### config.mk
export PLATFORM = sky130hd
export DESIGN_NAME = calc_input_sequencer_flat
export DESIGN_NICKNAME = d
export VERILOG_FILES = /design/src/rtl/calc_seq_pkg.sv /design/src/rtl/calc_input_sequencer_if.sv /design/src/rtl/btn_sync_debounce.sv /design/src/rtl/calc_input_sequencer.sv /design/src/flat_wrapper.sv
export SDC_FILE = /design/constraint.sdc
export NUM_CORES = 1
export LEC_CHECK = 0
export CAP_MARGIN = 40
export CORE_AREA = 2 2 85 62
export DETAILED_ROUTE_END_ITERATION = 6
export DIE_AREA = 0 0 87 64
export MAX_ROUTING_LAYER = met4
export PLACE_DENSITY_LB_ADDON = 0.12
export SLEW_MARGIN = 20
export SYNTH_ARGS = -nofsm -noshare
export SYNTH_HDL_FRONTEND = slang
export SYNTH_SLANG_ARGS = --single-unit
export TNS_END_PERCENT = 1
### constraint.sdc
create_clock -name clk -period 4.1 [get_ports clk]
set_input_delay 0.41 -clock clk [delete_from_list [all_inputs] [get_ports clk]]
set_output_delay 0.41 -clock clk [all_outputs]
set_load 0.02 [all_outputs]
### src/rtl/calc_seq_pkg.sv
// Shared encodings for the calculator input sequencer: phase codes and the
// field layout of the packed word handed to the calculator core.
package calc_seq_pkg;

   typedef enum logic [1:0] {
      S_A    = 2'b00,
      S_B    = 2'b01,
      S_OP   = 2'b10,
      S_EVAL = 2'b11
   } phase_e;

   localparam int OPW_DEFAULT = 3;
   localparam int OP_W        = 2;
   localparam int A_LSB       = 0;
   localparam int B_LSB       = OPW_DEFAULT;
   localparam int OP_LSB      = 2 * OPW_DEFAULT;

endpackage

### src/rtl/calc_input_sequencer_if.sv
// Bus between the input sequencer and the calculator core / status pins.
interface calc_input_sequencer_if #(
   parameter int OPW = 3
);
   logic [2*OPW+1:0] calc_in;
   logic [7:0]       calc_out;
   logic [7:0]       result;
   logic             result_valid;
   logic [1:0]       phase;

   modport master (
      output calc_in, result, result_valid, phase,
      input  calc_out
   );

   modport slave (
      input  calc_in, result, result_valid, phase,
      output calc_out
   );
endinterface

### src/rtl/btn_sync_debounce.sv
// Pushbutton synchroniser + debouncer with a single-cycle pulse on the accepted rising edge.
module btn_sync_debounce #(
   parameter int SYNC_STAGES = 2,
   parameter int DEBOUNCE    = 16
) (
   input  logic clk,
   input  logic rst_n,
   input  logic raw,
   output logic level,
   output logic rise
);
   localparam int CW = $clog2(DEBOUNCE + 1);

   logic [SYNC_STAGES-1:0] sync_q;
   logic [CW-1:0]          cnt;
   logic                   armed;
   logic                   synced;
   logic                   pending;

   assign synced = sync_q[SYNC_STAGES-1];

   // Until the button has been seen released for a full debounce window, a
   // level held through reset is not trusted and can never produce a rise.
   assign pending = armed ? (synced != level) : !synced;

   always_ff @(posedge clk or negedge rst_n) begin
      if (!rst_n) begin
         sync_q <= '0;
         cnt    <= '0;
         armed  <= 1'b0;
         level  <= 1'b0;
         rise   <= 1'b0;
      end else begin
         sync_q <= (sync_q << 1) | SYNC_STAGES'(raw);
         rise   <= 1'b0;
         if (!pending) begin
            cnt <= '0;
         end else if (cnt == CW'(DEBOUNCE - 1)) begin
            cnt <= '0;
            if (armed) begin
               level <= synced;
               rise  <= synced;
            end else begin
               armed <= 1'b1;
            end
         end else begin
            cnt <= cnt + 1'b1;
         end
      end
   end

endmodule

### src/rtl/calc_input_sequencer.sv
// Operator front end for the calculator: collects A, B and opcode from switches,
// presents the packed word, waits for the core to settle and latches its result.
//
//   state  | meaning
//   S_A    | waiting for ENTER to commit operand A
//   S_B    | waiting for ENTER to commit operand B
//   S_OP   | waiting for ENTER to commit the opcode
//   S_EVAL | word presented, counting down settle time before capture
module calc_input_sequencer
   import calc_seq_pkg::*;
#(
   parameter int OPW         = 3,
   parameter int SYNC_STAGES = 2,
   parameter int DEBOUNCE    = 16,
   parameter int CALC_SETTLE = 2
) (
   input  logic            clk,
   input  logic            rst_n,
   input  logic            ena,
   input  logic            btn_enter,
   input  logic            btn_clear,
   input  logic [OPW-1:0]  key_data,
   calc_input_sequencer_if.master bus
);

   logic             enter_ev;
   logic             clear_ev;
   logic             enter_level_unused;
   logic             clear_level_unused;
   logic [OPW-1:0]   key_pipe [SYNC_STAGES];
   logic [OPW-1:0]   key_s;

   phase_e           state;
   logic [OPW-1:0]   a_q;
   logic [OPW-1:0]   b_q;
   logic [OP_W-1:0]  op_q;
   logic [7:0]       settle_cnt;
   logic [7:0]       result_q;
   logic             valid_q;
   logic [2*OPW+1:0] calc_in_q;

   btn_sync_debounce #(
      .SYNC_STAGES (SYNC_STAGES),
      .DEBOUNCE    (DEBOUNCE)
   ) u_enter (
      .clk   (clk),
      .rst_n (rst_n),
      .raw   (btn_enter),
      .level (enter_level_unused),
      .rise  (enter_ev)
   );

   btn_sync_debounce #(
      .SYNC_STAGES (SYNC_STAGES),
      .DEBOUNCE    (DEBOUNCE)
   ) u_clear (
      .clk   (clk),
      .rst_n (rst_n),
      .raw   (btn_clear),
      .level (clear_level_unused),
      .rise  (clear_ev)
   );

   always_ff @(posedge clk or negedge rst_n) begin
      if (!rst_n) begin
         for (int i = 0; i < SYNC_STAGES; i++) key_pipe[i] <= '0;
      end else begin
         key_pipe[0] <= key_data;
         for (int i = 1; i < SYNC_STAGES; i++) key_pipe[i] <= key_pipe[i-1];
      end
   end

   assign key_s = key_pipe[SYNC_STAGES-1];

   always_ff @(posedge clk or negedge rst_n) begin
      if (!rst_n) begin
         state      <= S_A;
         a_q        <= '0;
         b_q        <= '0;
         op_q       <= '0;
         settle_cnt <= '0;
         result_q   <= '0;
         valid_q    <= 1'b0;
         calc_in_q  <= '0;
      end else begin
         calc_in_q <= {op_q, b_q, a_q};
         // Events seen while disabled are simply lost; the debouncers keep running.
         if (ena) begin
            if (clear_ev) begin
               state      <= S_A;
               a_q        <= '0;
               b_q        <= '0;
               op_q       <= '0;
               settle_cnt <= '0;
               result_q   <= '0;
               valid_q    <= 1'b0;
            end else begin
               unique case (state)
                  S_A: if (enter_ev) begin
                     a_q     <= key_s;
                     valid_q <= 1'b0;
                     state   <= S_B;
                  end
                  S_B: if (enter_ev) begin
                     b_q   <= key_s;
                     state <= S_OP;
                  end
                  S_OP: if (enter_ev) begin
                     op_q       <= key_s[OP_W-1:0];
                     settle_cnt <= 8'(CALC_SETTLE);
                     state      <= S_EVAL;
                  end
                  S_EVAL: begin
                     if (settle_cnt == 8'd0) begin
                        result_q <= bus.calc_out;
                        valid_q  <= 1'b1;
                        state    <= S_A;
                     end else begin
                        settle_cnt <= settle_cnt - 8'd1;
                     end
                  end
               endcase
            end
         end
      end
   end

   assign bus.calc_in      = calc_in_q;
   assign bus.result       = result_q;
   assign bus.result_valid = valid_q;
   assign bus.phase        = state;

endmodule

### src/flat_wrapper.sv
// flat-port wrapper written by rule: the top's interface ports become plain ports
module calc_input_sequencer_flat import calc_seq_pkg::*;
#(
   parameter int OPW         = 3,
   parameter int SYNC_STAGES = 2,
   parameter int DEBOUNCE    = 16,
   parameter int CALC_SETTLE = 2
)
  (clk, rst_n, ena, btn_enter, btn_clear, key_data, bus_calc_in, bus_result, bus_result_valid, bus_phase, bus_calc_out);
  calc_input_sequencer_if #(.OPW(OPW)) bus_i ();
  input  logic clk;
  input  logic rst_n;
  input  logic ena;
  input  logic btn_enter;
  input  logic btn_clear;
  input  logic [OPW-1:0] key_data;
  output wire logic [$bits(bus_i.calc_in)-1:0] bus_calc_in;
  output wire logic [$bits(bus_i.result)-1:0] bus_result;
  output wire logic [$bits(bus_i.result_valid)-1:0] bus_result_valid;
  output wire logic [$bits(bus_i.phase)-1:0] bus_phase;
  input wire logic [$bits(bus_i.calc_out)-1:0] bus_calc_out;
  assign bus_calc_in = bus_i.calc_in;
  assign bus_result = bus_i.result;
  assign bus_result_valid = bus_i.result_valid;
  assign bus_phase = bus_i.phase;
  assign bus_i.calc_out = bus_calc_out;
  calc_input_sequencer #(.OPW(OPW), .SYNC_STAGES(SYNC_STAGES), .DEBOUNCE(DEBOUNCE), .CALC_SETTLE(CALC_SETTLE)) u_core (.clk(clk), .rst_n(rst_n), .ena(ena), .btn_enter(btn_enter), .btn_clear(btn_clear), .key_data(key_data), .bus(bus_i));
endmodule
# Word-level counts from Yosys, hierarchy flattened
# Index checks and enable logic that the tools add are counted.
# word_totals
ff_bits	61
input_bits	16
output_inout_bits	19
elab_cells	97
# op_classes
n_addsub	3
n_eq_ne	12
muxes	37
bitwise_logic	2
reduce_logical	23
# op_table
operator	n
2-to-1 mux 8 bit	6
2-to-1 mux 5 bit	4
AND reduction 3 bit	6
2-to-1 mux 2 bit	8
one-hot mux 8 bit (2 select lines)	1
2-to-1 mux 3 bit	5
!= test 3 bit, second input constant	4
nonzero test 2 bit	6
2-to-1 mux 1 bit	11
adder 5 x 1 -> 5 bit, second input constant	2
== test 5 x 4 -> 1 bit, second input constant	2
logical NOT 8 bit	1
one-hot mux 2 bit (4 select lines)	1
AND reduction 4 bit	2
subtractor 8 x 1 -> 8 bit, second input constant	1
nonzero test 3 bit	2
AND reduction 5 bit	1
== test 2 bit, second input constant	2
OR 2 x 1 -> 2 bit	2
AND reduction 2 bit	2
!= test 3 x 2 -> 1 bit, second input constant	1
== test 2 x 1 -> 1 bit, second input constant	1
logical NOT 1 bit	2
logical NOT 2 bit	1
other kinds (2)	3

# Depth between registers and ports, before layout
# Gate-level depths: netlist of the first run.
# depth
word_depth	4
depth_mapped	7
mapped_depth_nobuf	6

# Modules after synthesis
# From an unflattened synthesis of the first run, not the netlist that was laid out.
# unflattened
hier_cells	228
hier_area_um2	2636.3
# by_module_without_submodules
module	instances	cells_per_inst	area_per_inst_um2	seq_area_each_um2
calc_input_sequencer	1	170	1865.5	1026.0
btn_sync_debounce	2	29	385.4	250.2

# Worst setup path before layout of the first run
# No wires, ideal clock.
# synth_timing
path_type	register -> register
from	register u_core.state[0], in the netlist u_core.bus.phase[0]
to	register u_core.settle_cnt[1]
setup_time_ns	0.125
arrival_time_ns	1.912
required_time_ns	3.975
slack_ns	2.063
path_stages_with_launch	8
path_buffers	1
synth_period_minus_slack_ns	2.037
cell_sequence	dfrtp_1 -> inv_1 -> ha_1 -> mux2_2 -> o21ai_1 -> buf_2 -> nor2_1 -> mux2_2
# synth_via
elab_chain_cells	3
word_cells_on_any_way	8
classes_between	eq/ne: 4; mux: 2; reduce/logical: 2
# synth_rtl
item	line	source
start, declared	calc_input_sequencer.sv:33	phase_e state;
start signal, assigned	calc_input_sequencer.sv:77	state <= S_A;
start signal, assigned	calc_input_sequencer.sv:90	state <= S_A;
start signal, assigned	calc_input_sequencer.sv:102	state <= S_B;
== test 2 bit	calc_input_sequencer.sv:98	unique case (state)
!= test 3 bit (no source line), or another cell as far along	--	
AND reduction 4 bit (no source line) / 2-to-1 mux 8 bit (equally long branches)	--	
end signal, assigned	calc_input_sequencer.sv:110	settle_cnt <= 8'(CALC_SETTLE);
end signal, assigned	calc_input_sequencer.sv:119	settle_cnt <= settle_cnt - 8'd1;
end, declared	calc_input_sequencer.sv:37	logic [7:0] settle_cnt;
# Several ways; a longest one is shown, not always the timed one.
# A chain may end at the register's enable or synchronous reset.

# Worst setup path after layout of the first run
# layout_timing
from	register u_core.state[0], in the netlist u_core.bus.phase[0]
to	register u_core.settle_cnt[3]
# The elaborated chain is that of the path after synthesis.

==> results of run 1 <==
-- sequential cells by signal (all words and copies together) (netlist names) --
name                     flops
u_core.u_enter.sync_q        2
u_core.a_q                   3
u_core.u_clear.cnt           5
u_core.bus.result            8
u_core.u_enter.rise          1
u_core.u_enter.level         1
u_core.bus.phase             2
u_core.u_clear.armed         1
u_core.b_q                   3
u_core.u_enter.armed         1
u_core.settle_cnt            8
u_core.bus.result_valid      1
u_core.op_q                  2
u_core.key_pipe              3
u_core.bus.calc_in           8
u_core.key_s                 3
u_core.u_clear.level         1
u_core.u_clear.rise          1
u_core.u_clear.sync_q        2
u_core.u_enter.cnt           5
-- final timing paths --
check | from | cells past startpoint | end
worst max-delay path | u_core.bus.phase[0]$_DFFE_PN0P_ | 7 | u_core.settle_cnt[3]$_DFFE_PN0P_
max in group asynchronous | rst_n | 4 | u_core.bus.result_valid$_DFFE_PN0P_
worst min-delay path | u_core.key_pipe[5]$_DFF_PN0_ | 0 | u_core.key_s[2]$_DFF_PN0_
min in group asynchronous | rst_n | 3 | u_core.u_clear.cnt[0]$_DFF_PN0_
worst min register to register | u_core.key_pipe[5]$_DFF_PN0_ | 0 | u_core.key_s[2]$_DFF_PN0_
worst max register to register | u_core.bus.phase[0]$_DFFE_PN0P_ | 7 | u_core.settle_cnt[3]$_DFFE_PN0P_
-- final cells by class --
| cell class | instances | area (µm²) | share of cell area |
|---|---|---|---|
| inverters | 16 | 60.06 | 0.01862 |
| clock buffers | 10 | 137.6 | 0.04267 |
| clock inverters | 6 | 133.9 | 0.04150 |
| repair buffers | 38 | 387.9 | 0.1202 |
| well taps | 57 | 71.32 | 0.02211 |
| flip-flops and latches | 61 | 1526 | 0.4732 |
| multi-input cells | 135 | 908.4 | 0.2816 |
-- through the flow --
stage            util  instances  hold slack, ps  setup WS (ps)
5_1_grt        0.6858        323           367.2           1649
3_5_place_dp   0.6185        304           337.8           1467
6_report       0.6858        323           350.8           1782
4_1_cts        0.6762        320           242.2           1672
2_1_floorplan       -        219           114.4           2063
3_3_place_gp   0.6185        304           332.9           1481
-- timing repair --
item,4_1_cts,5_1_grt
hold endpoints to repair,0,1
setup endpoints to repair,0,0
gates resized for setup,0,0
hold buffers,0,1
-- critical path, stage by stage, from the launching register on --
cell	delay (ps)
dfrtp_1	420
inv_1	110
ha_1	270
mux2_2	250
o21ai_1	170
buf_4	260
or4_2	600
a21oi_1	160
-- synth_stat cells (all sizes together), types with 2 or more instances --
cell type / count / share of area
and2: 4 / 0.0099
o22ai: 8 / 0.020
nand2b: 3 / 0.0074
xnor2: 2 / 0.0069
ha: 9 / 0.045
a22o: 9 / 0.031
buf: 4 / 0.0089
or3: 4 / 0.014
xor2: 4 / 0.014
nor2: 19 / 0.028
nor2b: 4 / 0.0099
and3: 3 / 0.0074
o21ai: 5 / 0.0099
mux2i: 3 / 0.012
nand3: 5 / 0.0099
o31ai: 8 / 0.024
and4: 2 / 0.0069
mux2: 4 / 0.018
or4: 4 / 0.012
nand2: 11 / 0.016
clkbuf: 3 / 0.0045
nor4: 2 / 0.0049
dfrtp: 61 / 0.60
a21oi: 14 / 0.028
inv: 16 / 0.024
-- layer usage --
layer,vias up,GRT usage,share of wire
met5,-,-,0
met4,0,0.05273,0.011
met3,6,0.09044,0.064
met2,44,0.2510,0.42
met1,814,0.2811,0.51
li1,854,-,-
-- cell families (layout without fill, tap and decap cells) --
logic type | Yosys count | in the layout | synth area share
simple gates | 64 | 64 | 0.1361
flops | 61 | 61 | 0.6037
compound gates | 49 | 49 | 0.1282
buf+inv | 23 | 70 | 0.03711
fa+ha+maj | 9 | 9 | 0.04453
mux | 7 | 7 | 0.02969
xor+xnor | 6 | 6 | 0.02078
-- report_power, final --
part           switching (mW)  internal (mW)  leakage (nW)
sequential             0.0750          0.695         0.717
clock                   0.227          0.482         0.136
combinational           0.276          0.262         0.614
total                   0.578           1.44          1.47
==> reports/metrics.cfg, run 1 <==
[timing]
period_needed_ps = 2318
rsz0062_at_grt = false
worst_pin_slew_ps = 614.7
fmax_mhz = 431.3
finalSetupViolations = 0
hold_viol = 0
slew_headroom = 0.5875
period_share = 0.5655
drv_slew = 0
tns_ps = 0
skew_ps = 8.146

[route]
drc = 0
ant_nets = 0
drt_iter0_drc = 79
wire_per_inst_um = 14.28
drt-pass1-iter-count = 4
vias = 1718
routed_wl_um = 4612
viasPerCell = 5.319

[synthesis]
yosys_warnings = 0
async_flop_share = 1.000
synthDistinctLibCells = 38
synthCells = 219
synth_edf_count = 0
avgSynthCellArea_um2 = 11.55
synth_flop_cell = dfrtp_1
synthesis.area_mm2 = 0.002529
synth_nets = 244
ys_ff_latch = 61
ys_seq_area_frac = 0.6037

[clock_network]
clkTransAtPathRegs_ps = 70
cts.sinks = 61
clkLatencyLatePin_ps = 340
cts_made_buffers = 9
htree_levels = 3
cts.path.max_buffers = 2
cts_tree = yes
postCtsSetupBuffers = 0
root_buffer = clkbuf_8

[floorplan]
boundaryPins = 35
dieWidth_um = 87
initial_utilization = 0.5376
die_h_um = 64
coreArea_mm2 = 0.004703
die_area_mm2 = 0.005568
fp-row-count = 21

[finish]
fillerInstances = 357
design_area_mm2 = 0.003226
final_common_cell = dfrtp_1
drive_above_1_share = 0.1053
layout_common_cells = dfrtp_1, clkdlybuf4s50_1, nor2_1
num-nets-final = 286
n_antenna_cell = 0
syn_to_final_growth_pct = 27.56

[placement]
placed_cell_area_mm2 = 0.002909
port-buffer-count = 34
gp_congestion = 0.8416
dp_hpwl_um = 3129

[flow_run]
maxCapViolCount = 0

[worst_setup_path]
arrival_ps = 2580
worstSetupPathType = reg2reg
start_kind = flop
ff2ff_setup_slack_ps = 1780
path_max_fanout = 8
cp.required_ps = 4360
end_kind = flop

[outcome]
status = completed

[global_routing]
grt_overflow = 0
grtUsageTotal = 0.1963
grt_first_pass_wirelength_um = 7941
antenna_found_initial = 0
first_global_vias = 1607
grt_max_degree = 62

[hold_path]
hp-class = reg2reg

[power]
p_leak_nw = 1.467
total_power_mw = 2.017
ir_worst_vdd_v = 0.0003195
powerDensity_mw_per_mm2 = 625.3

Note: power is estimated with default switching activity, not from simulation.
==> run 2, diff against run 1 <==
--- a/config.mk
+++ b/config.mk
@@ -6,9 +6,9 @@
 export NUM_CORES = 1
 export LEC_CHECK = 0
 export CAP_MARGIN = 40
-export CORE_AREA = 2 2 85 62
+export CORE_AREA = 2 2 90 66
 export DETAILED_ROUTE_END_ITERATION = 6
-export DIE_AREA = 0 0 87 64
+export DIE_AREA = 0 0 92 68
 export MAX_ROUTING_LAYER = met4
 export PLACE_DENSITY_LB_ADDON = 0.12
 export SLEW_MARGIN = 20
==> constraint.sdc (replaced) <==
create_clock -name clk -period 1.9 [get_ports clk]
set_input_delay 0.19 -clock clk [delete_from_list [all_inputs] [get_ports clk]]
set_output_delay 0.19 -clock clk [all_outputs]
set_load 0.02 [all_outputs]
==> reports/metrics.cfg, run 2 (same netlist as run 1, synthesis figures left out) <==
[floorplan]
die_area_mm2 = 0.006256  ; was 0.005568 mm²
boundaryPins = 35  ; unchanged
initial_utilization = 0.4625  ; was 0.5376
coreArea_mm2 = 0.005468  ; was 0.004703 mm²
die_h_um = 68  ; was 64 µm
dieWidth_um = 92  ; was 87 µm
fp-row-count = 23  ; was 21

[worst_setup_path]
max_stage_delay_ps = 650  ; was 600 ps
path_max_fanout = 7  ; was 8
slowest_stage = or4_2  ; unchanged
startpoint = u_core.bus.phase[0]$_DFFE_PN0P_  ; unchanged
critPathBufInv = 0  ; was 2
arrival_ps = 2100  ; was 2580 ps
cp_num_cells = 5  ; was 7
reg2reg_depth = 5  ; was 7
r2r_start = u_core.bus.phase[0]$_DFFE_PN0P_  ; unchanged
start_kind = flop  ; unchanged
ff2ff_setup_slack_ps = 60  ; was 1780 ps
worstSetupPathType = reg2reg  ; unchanged
cp_top_family = simple AND/OR/NAND/NOR gates  ; unchanged
rr_endpoint = u_core.settle_cnt[3]$_DFFE_PN0P_  ; unchanged
cp_cell_sequence = ha_2, nor2b_1, and4_4, or4_2, a21oi_2  ; was inv_1, ha_1, mux2_2, o21ai_1, buf_4, or4_2, a21oi_1
end_kind = flop  ; unchanged
cp.required_ps = 2160  ; was 4360 ps

[clock_network]
cts.sinks = 61  ; unchanged
cts_made_buffers = 9  ; unchanged
htree_levels = 3  ; unchanged
clkLatencyLatePin_ps = 330  ; was 340 ps
cts.path.max_buffers = 2  ; unchanged
postCtsSetupBuffers = 0  ; unchanged
cts_tree = yes  ; unchanged
clkTransAtPathRegs_ps = 60  ; was 70 ps
root_buffer = clkbuf_8  ; unchanged

[placement]
placed_cells = 337  ; was 304
place_ws_ps = 28.13  ; was 1467 ps
gp_congestion = 0.8861  ; was 0.8416
placed_cell_area_mm2 = 0.003055  ; was 0.002909 mm²
port-buffer-count = 34  ; unchanged
dp_hpwl_um = 3117  ; was 3129 µm

[timing]
rsz0062_at_grt = true  ; was false
drv_slew = 0  ; unchanged
period_share = 0.9669  ; was 0.5655
worst_pin_slew_ps = 608.2  ; was 614.7 ps
timing.final.ws_setup_ps = 62.98  ; was 1782 ps
fmax_mhz = 544.4  ; was 431.3 MHz
hold_viol = 0  ; unchanged
period_needed_ps = 1837  ; was 2318 ps
holdWs_ps = 238.2  ; was 350.8 ps
finalSetupViolations = 0  ; unchanged
slew_headroom = 0.5918  ; was 0.5875
skew_ps = 7.511  ; was 8.146 ps

[global_routing]
grt_max_degree = 29  ; was 62
grt_overflow = 0  ; unchanged
grtUsageTotal = 0.1715  ; was 0.1963
antenna_found_initial = 0  ; unchanged
gr-usage-met2 = 0.2518  ; was 0.2510
grt-busiest-layer = met2  ; was met1
grt.met3_usage = 0.06938  ; was 0.09044
met1_usage = 0.2102  ; was 0.2811
first_global_vias = 1718  ; was 1607
grt_first_pass_wirelength_um = 7817  ; was 7941 µm

[finish]
final_common_cell = dfrtp_1  ; unchanged
layout_common_cells = dfrtp_1, clkdlybuf4s50_1, nor2_1  ; unchanged
fin_cells = 354  ; was 323
n_antenna_cell = 0  ; unchanged
regArea_mm2 = 0.001529  ; was 0.001526 mm²
drive_above_1_share = 0.1828  ; was 0.1053
multi_input_area_um2 = 950.9  ; was 908.4 µm²
syn_to_final_growth_pct = 31.47  ; was 27.56%
num-nets-final = 299  ; was 286
fillerInstances = 444  ; was 357
design_area_mm2 = 0.003324  ; was 0.003226 mm²

[route]
ant_nets = 0  ; unchanged
drt_iter0_drc = 61  ; was 79
vias = 1736  ; was 1718
wire_per_inst_um = 13.11  ; was 14.28 µm
routed_wl_um = 4642  ; was 4612 µm
drt-pass1-iter-count = 4  ; unchanged
viasPerCell = 4.904  ; was 5.319
drc = 0  ; unchanged

[outcome]
status = completed  ; unchanged

[hold_path]
hp-class = in2async  ; was reg2reg

[power]
combPwrFrac = 0.320  ; was 0.267
p_leak_nw = 1.505  ; was 1.467 nW
power.share.switching = 0.2978  ; was 0.2866
cellInternalPower_mw = 3.012  ; was 1.439 mW
p_seq_frac = 0.383  ; was 0.382
switchingPower_mw = 1.277  ; was 0.5780 mW
pwr-share-clk = 0.297  ; was 0.351
ir_worst_vdd_v = 0.0006594  ; was 0.0003195 V
powerDensity_mw_per_mm2 = 1290  ; was 625.3 mW/mm²

[flow_run]
maxCapViolCount = 0  ; unchanged

==> run 2: changes by cell type in the layout (fill, tap and decap cells not counted), sizes merged <==
| cell | before | now |
|---|---|---|
| buf | 4 | 17 |
| clkbuf | 10 | 12 |
| bufinv | 4 | 2 |
==> run 2: through the flow <==
stage               power (mW)    util  TNS (ps)
floorplan                2.389       -   -0.3100
CTS                      4.309  0.6030         0
finish                   4.289  0.6080         0
global placement         2.954  0.5588         0
global route             4.550  0.6080    -52.04
detailed placement       2.983  0.5588         0
==> run 2: worst max-delay path by stage <==
| stage | to | slack [ps] |
|---|---|---|
| finish | u_core.settle_cnt[3]$_DFFE_PN0P_ | 60 |
| global route | u_core.settle_cnt[2]$_DFFE_PN0P_ | -30 |
| CTS | u_core.settle_cnt[7]$_DFFE_PN0P_ | 60 |
| detailed placement | u_core.settle_cnt[3]$_DFFE_PN0P_ | 30 |
| global placement | u_core.settle_cnt[3]$_DFFE_PN0P_ | 60 |
| floorplan | u_core.settle_cnt[3]$_DFFE_PN0P_ | -0.3 |
==> run 2: layer usage <==
layer  share of wire  routed length, µm
met5               0                  0
met4           0.025                118
met3           0.059                274
met2            0.41               1900
met1            0.51               2349
==> run 2: power by group through the flow <==
stage	logic [mW]	clock network (mW)	registers, mW
finish	1.37	1.27	1.64
global route	1.50	1.38	1.67
CTS	1.35	1.33	1.63
detailed placement	1.33	0	1.66
global placement	1.30	0	1.66
floorplan	0.591	0	1.80
==> run 2: cell type report <==
| cell class | instances | share of cell area |
|---|---|---|
| timing repair buffer | 51 | 0.1400 |
| inverter | 16 | 0.01807 |
| multi-input combinational | 135 | 0.2860 |
| tap | 75 | 0.02823 |
| clock buffer | 12 | 0.04667 |
| sequential | 61 | 0.4599 |
| clock inverter | 4 | 0.02108 |
==> run 2: what timing repair did <==
action / in CTS / in global routing
gates resized for setup: 3 / 5
pin swaps: 1 / 0
endpoints found under the hold margin: 8 / 0
setup endpoints to repair: 1 / 12
hold buffers: 1 / 0
